### src/rtl/cpu_pkg.sv
// Shared definitions for the 16-bit core front end: condition codes, flag
// bit positions and the PC sequencer state encoding.
package cpu_pkg;

   localparam int DEF_DATA_W = 16;
   localparam int DEF_OFF_W  = 9;

   localparam logic [2:0] COND_NE  = 3'b000;
   localparam logic [2:0] COND_EQ  = 3'b001;
   localparam logic [2:0] COND_GT  = 3'b010;
   localparam logic [2:0] COND_LT  = 3'b011;
   localparam logic [2:0] COND_GE  = 3'b100;
   localparam logic [2:0] COND_LE  = 3'b101;
   localparam logic [2:0] COND_VS  = 3'b110;
   localparam logic [2:0] COND_UNC = 3'b111;

   localparam int FLAG_N = 2;
   localparam int FLAG_Z = 1;
   localparam int FLAG_V = 0;

   typedef enum logic [1:0] {
      ST_RUN       = 2'd0,
      ST_FLAG_WAIT = 2'd1,
      ST_HALT      = 2'd2
   } pc_state_t;

endpackage

### src/rtl/branch_pc_ctrl_cond_eval.sv
// Combinational branch condition evaluation: condition code x {N,Z,V} -> taken.
module branch_cond_eval
   import cpu_pkg::*;
(
   input  logic [2:0] cond,
   input  logic [2:0] flags,
   output logic       taken
);

   logic n, z, v;

   assign n = flags[FLAG_N];
   assign z = flags[FLAG_Z];
   assign v = flags[FLAG_V];

   always_comb begin
      taken = 1'b1;
      case (cond)
         COND_NE: taken = ~z;
         COND_EQ: taken = z;
         COND_GT: taken = ~z & ~n;
         COND_LT: taken = n;
         COND_GE: taken = z | ~n;
         COND_LE: taken = n | z;
         COND_VS: taken = v;
         default: taken = 1'b1;
      endcase
   end

endmodule

### src/rtl/branch_pc_ctrl.sv
// Fetch PC sequencer and ID-stage branch resolver with the {N,Z,V} flag register.
//   state        | meaning
//   ST_RUN       | normal fetch; branches resolve unless a flag write is in flight
//   ST_FLAG_WAIT | one-cycle bubble done; resolve the held branch on fresh flags
//   ST_HALT      | HLT retired; PC frozen until reset
module branch_pc_ctrl
   import cpu_pkg::*;
#(
   parameter int DATA_W = DEF_DATA_W,
   parameter int OFF_W  = DEF_OFF_W
)(
   input  logic              clk,
   input  logic              rst,
   input  logic              stall_in,
   input  logic [2:0]        ex_flag_wr,
   input  logic [2:0]        ex_flags,
   input  logic              id_is_branch,
   input  logic              id_is_br_reg,
   input  logic [2:0]        id_cond,
   input  logic [OFF_W-1:0]  id_offset,
   input  logic [DATA_W-1:0] id_reg_target,
   input  logic [DATA_W-1:0] id_pc,
   input  logic              id_halt,
   output logic [DATA_W-1:0] pc_out,
   output logic [2:0]        flags_out,
   output logic              stall_out,
   output logic              flush,
   output logic              halted
);

   localparam logic [DATA_W-1:0] PC_STEP = DATA_W'(2);

   pc_state_t         state_q, state_d;
   logic [DATA_W-1:0] pc_q, pc_d;
   logic [2:0]        flags_q, flags_d;
   logic              halted_q, halted_d;
   logic              stall_c, flush_c;
   logic              hazard, taken;
   logic [DATA_W-1:0] off_ext, target;

   branch_cond_eval u_cond_eval (
      .cond  (id_cond),
      .flags (flags_q),
      .taken (taken)
   );

   // Offset counts instruction words, so it is doubled before adding.
   assign off_ext = {{(DATA_W-OFF_W){id_offset[OFF_W-1]}}, id_offset};
   assign target  = id_is_br_reg ? id_reg_target
                                 : id_pc + PC_STEP + (off_ext << 1);

   assign hazard = id_is_branch && (id_cond != COND_UNC) &&
                   (ex_flag_wr != 3'b000) && (state_q == ST_RUN);

   always_comb begin
      state_d  = state_q;
      pc_d     = pc_q;
      halted_d = halted_q;
      flags_d  = flags_q;
      stall_c  = 1'b0;
      flush_c  = 1'b0;
      if (!stall_in) begin
         flags_d = (flags_q & ~ex_flag_wr) | (ex_flags & ex_flag_wr);
         case (state_q)
            ST_HALT: ;
            default: begin
               if (hazard) begin
                  stall_c = 1'b1;
                  state_d = ST_FLAG_WAIT;
               end else begin
                  state_d = ST_RUN;
                  if (id_is_branch) begin
                     if (taken) begin
                        pc_d    = target;
                        flush_c = 1'b1;
                     end else begin
                        pc_d = pc_q + PC_STEP;
                     end
                  end else if (id_halt) begin
                     halted_d = 1'b1;
                     state_d  = ST_HALT;
                  end else begin
                     pc_d = pc_q + PC_STEP;
                  end
               end
            end
         endcase
      end
   end

   always_ff @(posedge clk or posedge rst) begin
      if (rst) begin
         state_q  <= ST_RUN;
         pc_q     <= '0;
         flags_q  <= 3'b000;
         halted_q <= 1'b0;
      end else begin
         state_q  <= state_d;
         pc_q     <= pc_d;
         flags_q  <= flags_d;
         halted_q <= halted_d;
      end
   end

   assign pc_out    = pc_q;
   assign flags_out = flags_q;
   assign halted    = halted_q;
   assign stall_out = stall_c & ~rst;
   assign flush     = flush_c & ~rst;

endmodule

### config.mk
export PLATFORM = sky130hd
export DESIGN_NAME = branch_pc_ctrl
export DESIGN_NICKNAME = d
export VERILOG_FILES = /design/src/rtl/cpu_pkg.sv /design/src/rtl/branch_pc_ctrl_cond_eval.sv /design/src/rtl/branch_pc_ctrl.sv
export SDC_FILE = /design/constraint.sdc
export NUM_CORES = 1
export LEC_CHECK = 0
export CORE_UTILIZATION = 31
export CTS_BUF_LIST = sky130_fd_sc_hd__clkbuf_8
export DETAILED_ROUTE_END_ITERATION = 6
export HOLD_SLACK_MARGIN = 0.12
export PLACE_DENSITY_LB_ADDON = 0.2
export SLEW_MARGIN = 20
export SYNTH_ARGS = -nofsm -noshare
export SYNTH_HDL_FRONTEND = slang
export SYNTH_SLANG_ARGS = --single-unit
### constraint.sdc
create_clock -name clk -period 2.8 [get_ports clk]
set_input_delay 0.56 -clock clk [delete_from_list [all_inputs] [get_ports clk]]
set_output_delay 0.56 -clock clk [all_outputs]
set_load 0.03 [all_outputs]
Word level (Yosys, flattened, before mapping):

Cells that the tools add are included.

* bits in registers: 22
* output and inout bits: 22

* bitwise logic cells: 16
* reduce and logical (&&, ||, !) cells: 9
* eq/ne operators: 9
* add/sub/neg operators: 3
* multiplexer cells: 16

Operator list (count)
* $mux 16: 4
* $add 16x2->16 const B: 2
* $add 16x16->16: 1
* $eq 3x3->1 const B: 3
* $mux 1: 8
* $not 1->1: 7
* $pmux 1 s7: 1
* $and 3x3->3: 2
* $eq 3x2->1 const B: 2
* $mux 2: 3
* $reduce_and 5->1: 1
* $reduce_and 4->1: 1
* $and 1x1->1: 3
* $eq 3x1->1 const B: 1
* $logic_and 1x1->1: 3
* $logic_not 3->1: 1
* $ne 3x3->1 const B: 1
* $not 3->3: 1
* $or 3x3->3: 1
* $reduce_bool 3->1: 1
* $eq 2x2->1 const B: 1
* $logic_not 2->1: 1
* $ne 2x2->1 const B: 1
* $or 1x1->1: 2
* $reduce_and 2->1: 1

Depth between registers and ports, before layout:

* depth after elaboration: 9
* gate-level depth with buffers: 12

Modules after synthesis:

From an unflattened synthesis, not the netlist that was laid out.

* cells, all modules: 270
* area, all modules: 2263.4 sq um

By module, submodules not included
* branch_pc_ctrl: instances 1, area an instance 2195.9 sq um, cells an instance 262
* branch_cond_eval: instances 1, area an instance 67.6 sq um, cells an instance 8

Worst setup path after synthesis:

No wires, ideal clock.

* kind: input-to-reg
* from: input port id_offset[1]
* to: register pc_q[14] (netlist: pc_out[14])
* setup time: 0.071 ns
* buffers on the path: 0
* stages: 10
* setup slack: -0.064 ns
* data required time: 2.729 ns
* data arrival time: 2.793 ns
* cells stage by stage: ha_1 ha_1 fa_1 a211oi_1 o21ai_0 a31o_2 a31oi_1 xor2_1 or3_1 nand4_1

* longest elaborated chain between the ends: 4

RTL lines
* start, declared: RTL line branch_pc_ctrl.sv:20 `input logic [OFF_W-1:0] id_offset,`
* $add 16x16->16: RTL line branch_pc_ctrl.sv:50 `: id_pc + PC_STEP + (off_ext << 1);`
* $mux 16: RTL line branch_pc_ctrl.sv:49 `assign target = id_is_br_reg ? id_reg_target`
* $mux 16: RTL line branch_pc_ctrl.sv:73 `if (taken) begin`
* $mux 16: RTL line branch_pc_ctrl.sv:72 `if (id_is_branch) begin`
* end signal, assigned: RTL line branch_pc_ctrl.sv:99 `pc_q <= pc_d;`
* end, declared: RTL line branch_pc_ctrl.sv:34 `logic [DATA_W-1:0] pc_q, pc_d;`

No other way between the ends.
A chain may end at the register's enable or synchronous reset.

Worst setup path after layout:

* from: input port id_cond[1]
* to: output port flush

* longest elaborated chain between the ends: 8
* elaborated cells between the ends (all ways): 18
* those cells by class: eq/ne (7); mux (6); bitwise (1); reduce/logical (4)

RTL lines
* start, declared: RTL line branch_pc_ctrl.sv:19 `input logic [2:0] id_cond,`
* $eq 3x3->1, or another cell as far along: RTL line branch_pc_ctrl_cond_eval.sv:18 `case (cond)`
* $pmux 1 s7 / $logic_and 1x1->1 (equally long branches): RTL line branch_pc_ctrl_cond_eval.sv:18, branch_pc_ctrl.sv:52
* $mux 1 / $logic_and 1x1->1 (equally long branches): RTL line branch_pc_ctrl.sv:73, branch_pc_ctrl.sv:52
* $mux 1 / $logic_and 1x1->1 (equally long branches): RTL line branch_pc_ctrl.sv:72, branch_pc_ctrl.sv:53
* $mux 1 *: RTL line branch_pc_ctrl.sv:67 `if (hazard) begin`
* $mux 1 *: RTL line branch_pc_ctrl.sv:64 `case (state_q)`
* $mux 1 *: RTL line branch_pc_ctrl.sv:62 `if (!stall_in) begin`
* $and 1x1->1 *: RTL line branch_pc_ctrl.sv:109 `assign flush = flush_c & ~rst;`
* end, declared: RTL line branch_pc_ctrl.sv:27 `output logic flush,`

Every way passes the cells marked *; elsewhere a longest branch is shown, timed or not.

==> impl.org <==
** Outcome
- Run status :: finished clean

** Logic synthesis
- The synthesized netlist occupies a cell area of approximately 0.0022 mm².
- In this run, synthesis inferred 0 flip-flops with an integrated enable.
- Share of synthesized flip-flops with an asynchronous set or reset :: 100%
- The top cell type by area accounts for approximately a quarter of the synthesized area.
- Averaged over all synthesized cells, the footprint is ~8.5 µm².
- Synthesis handed over a netlist of 265 instances.
- In the post-synthesis netlist, the cell with the most instances is sky130_fd_sc_hd__a21oi_1.
- The synthesized design contains 22 register bits.
- During synthesis, Yosys emitted a total of 0 warnings.
- Among all flip-flop cells after synthesis, the most frequent one is sky130_fd_sc_hd__dfrtp_1.
- Most numerous cell types in the synthesized netlist :: 30 x sky130_fd_sc_hd__a21oi_1, 28 x sky130_fd_sc_hd__ha_1, 22 x sky130_fd_sc_hd__dfrtp_1
- By area the synthesized netlist is led by sky130_fd_sc_hd__dfrtp_1 24%, sky130_fd_sc_hd__ha_1 16%, sky130_fd_sc_hd__a21oi_1 6.7%, sky130_fd_sc_hd__nand2_1 3.5%, sky130_fd_sc_hd__nor2_1 3.3%.
- The synthesized design spends more area on one cell type than any other, namely sky130_fd_sc_hd__dfrtp_1.
- Synth unique cells :: 60
- Seq/Total Area, Yosys :: between 20 and 25%
- The number of nets in the synthesized netlist is 350.

** Clock network
- Clock-pin slew was measured on the worst setup and hold paths at 0.08 ns.
- Cts hold-fix bufs :: 0
- Clock latency on the worst-skew pair, taken at its later pin, is around 0.27 ns.
- CTS built an H-tree with a depth of 1.
- The tree built by TritonCTS fans out to 22 sinks.
- Counting the buffers created by CTS gives 3.
- Clock Root Buffer :: sky130_fd_sc_hd__clkbuf_8
- Clock tree from TritonCTS :: built
- No sink is reached through more buffers than the 2 on the longest clock path.

** Global route
- Vias in the first global route :: 2172
- First-pass GRT wire length :: 9.56 mm
- Total GRT Usage :: ~16%
- The number of antenna violations at the first check in global routing is 0.
- Entering global routing, the biggest net connects 23 pins.
- The total overflow left after global routing is 0.

** Route
- Initial DRC Count :: 118
- Summing over every cut layer, the via total after detailed routing is approximately 2300.
- Dividing the detail-routed wire length by the instance count gives approximately 13 µm.
- Via density :: roughly 5.0
- Antenna viol nets, final :: 0
- DR DRC count :: 0
- Number of iterations in the first detailed-routing pass :: 4
- DRT Wirelength :: 5.85 mm

** Power and ir drop
- Power Density :: around 570 mW/mm²
- Worst IR drop on VDD :: roughly 0.00043 V
- In this run the static leakage power is 1.53 nW.

** Layout
- Area of all placed cells without fillers :: between 0.003 and 0.004 mm²
- Post-synthesis to final-layout area growth :: 52.6%
- Share of cells above drive strength 1 :: between 10% and 20%
- Filler-free cell count of the finished design :: ~470
- Measured on the finished design, the core utilization comes to roughly 50%.
- The number of antenna diodes in the final layout is 0.
- The net count of the finished layout is ~460.
- Filler instances :: approximately 700

** Place
- Input and output buffers added on the ports amount to 77.
- Final HPWL from detailed placement :: roughly 4.7 mm
- The placed instances occupy a cell area of ~0.0033 mm².
- Final weighted congestion in routability-driven placement :: ~0.82
- Worst-case setup slack after placement :: -0.496 ns
- Counting tap cells, the placed design contains a total of 458 instances.

** Floorplan
- After floorplanning, the core was sized to cover between 0.006 and 0.007 mm².
- between 70 and 80 I/O pins were placed.
- From left edge to right edge, the die measures approximately 87 µm.
- From bottom edge to top edge, the die measures 87.2 µm.
- Total number of placement rows :: 30
- Area of the die :: between 0.007 and 0.008 mm²
- The initial utilization of the core area, before any placement, comes to approximately a third.

** Worst setup path
- Data arrival, critical path :: 2.16 ns
- Of all nets on the critical path, the largest fanout is 6.
- By startpoint and endpoint, the worst setup path is classified as input pin to primary output.
- Type of destination of the critical path :: primary output
- The worst setup path is launched from an input pin.
- Required arrival time at the worst endpoint :: roughly 2.2 ns

** Hold path
- Worst min-delay path class :: flop to flop

** STA
- Headroom to the max-slew limit came out at ~75%.
- The clock arrives with roughly 0.0068 ns of skew.
- Final hold analysis gives a worst-case slack of ~0.46 ns.
- Fmax :: 367 MHz
- After layout, the worst path uses 97.3% of the clock period.
- Least-Margin Pin Slew :: ~0.38 ns
- The hold violation count in the final report came to 0.
- Setup violations remaining at the end of the flow were counted as 0.
- RSZ-0062 raised after global routing :: false
- Post-layout minimum cycle time :: ~2.7 ns
- Post-layout worst setup margin :: 0.0751 ns
- The final-report max-slew violation count was 0.

** Job
- The tool flagged a number of max-cap violations equal to 0.
-- through the flow --
stage / power (mW) / TNS (ns)
after floorplan: 1.21 / 0
after global placement: 1.69 / -2.60
after detailed placement: 1.69 / -2.77
after CTS: 1.94 / 0
after global routing: 2.08 / 0
final: 1.94 / 0
-- area by class of cell --
type                    count  area [µm²]  area share [%]
clock buffers               4        55.1            1.60
inverters                  11        41.3            1.20
multi-input cells         223        1630            47.6
flip-flops and latches     22         551            16.0
well taps                  96         120            3.50
repair buffers            109        1030            30.1
-- kinds of logic after synthesis --
group                    after synthesis  synth area share (%)
AND/OR/NAND/NOR                       86                  19.7
adder cells (fa/ha/maj)               29                  16.5
XOR/XNOR                              11                  4.28
flip-flops                            22                  24.5
buffers and inverters                 20                  5.39
multiplexers                           7                  3.45
AO/OA/AOI/OAI                         90                  26.3
-- path summary, 6_finish.rpt --
| kind | cells after the start | start | to | slack [ns] |
|---|---|---|---|---|
| worst max-delay path | 8 | id_cond[1] | flush | 0.08 |
| worst min-delay path | 1 | halted | halted | 0.46 |
| worst max register to register | 8 | pc_out[1] | pc_out[13] | 0.76 |
| worst min register to register | 1 | halted | halted | 0.46 |
| max in group asynchronous | 3 | rst | pc_out[9] | 1.87 |
| min in group asynchronous | 3 | rst | state_q[0] | 0.69 |
-- power breakdown --
group,total (mW),switching [mW],internal (mW)
Combinational,1.12,0.579,0.542
Sequential,0.582,0.150,0.432
Clock,0.239,0.114,0.126
Total,1.94,0.843,1.10
-- repair_timing --
item / CTS / global route
gates resized for setup: 4 / 13
setup endpoints to repair: 6 / 9
buffers inserted: 2 / 2
pin swaps: 13 / 10
cloned: 0 / 0
-- critical path: stages --
cell	delay, ns
sky130_fd_sc_hd__clkdlybuf4s50_1	0.60
sky130_fd_sc_hd__mux2_4	0.33
sky130_fd_sc_hd__o21ai_2	0.13
sky130_fd_sc_hd__o31ai_2	0.10
sky130_fd_sc_hd__and2_4	0.18
sky130_fd_sc_hd__nand2_4	0.07
sky130_fd_sc_hd__nor2_1	0.04
sky130_fd_sc_hd__buf_4	0.16
-- cell usage in the layout (no fill, tap or decap), types with 10 or more instances in the layout --
| cell type | Yosys | layout |
|---|---|---|
| sky130_fd_sc_hd__clkdlybuf4s50_1 | 0 | 68 |
| sky130_fd_sc_hd__buf_4 | 0 | 33 |
| sky130_fd_sc_hd__a21oi_1 | 30 | 28 |
| sky130_fd_sc_hd__ha_1 | 28 | 25 |
| sky130_fd_sc_hd__dfrtp_1 | 22 | 22 |
| sky130_fd_sc_hd__nand2_1 | 21 | 21 |
| sky130_fd_sc_hd__nor2_1 | 20 | 20 |
| sky130_fd_sc_hd__o21ai_0 | 15 | 14 |
| sky130_fd_sc_hd__inv_1 | 11 | 11 |
| sky130_fd_sc_hd__nand3_1 | 10 | 10 |
-- metal layers --
layer	up-vias	share of wire, %	global-route usage [%]
met5	-	0	0
met4	0	1.9	5.07
met3	8	4.3	2.75
met2	50	46	27.7
met1	1081	48	19.9
li1	1199	-	-
No activity file was read; power rests on OpenSTA's default activity.
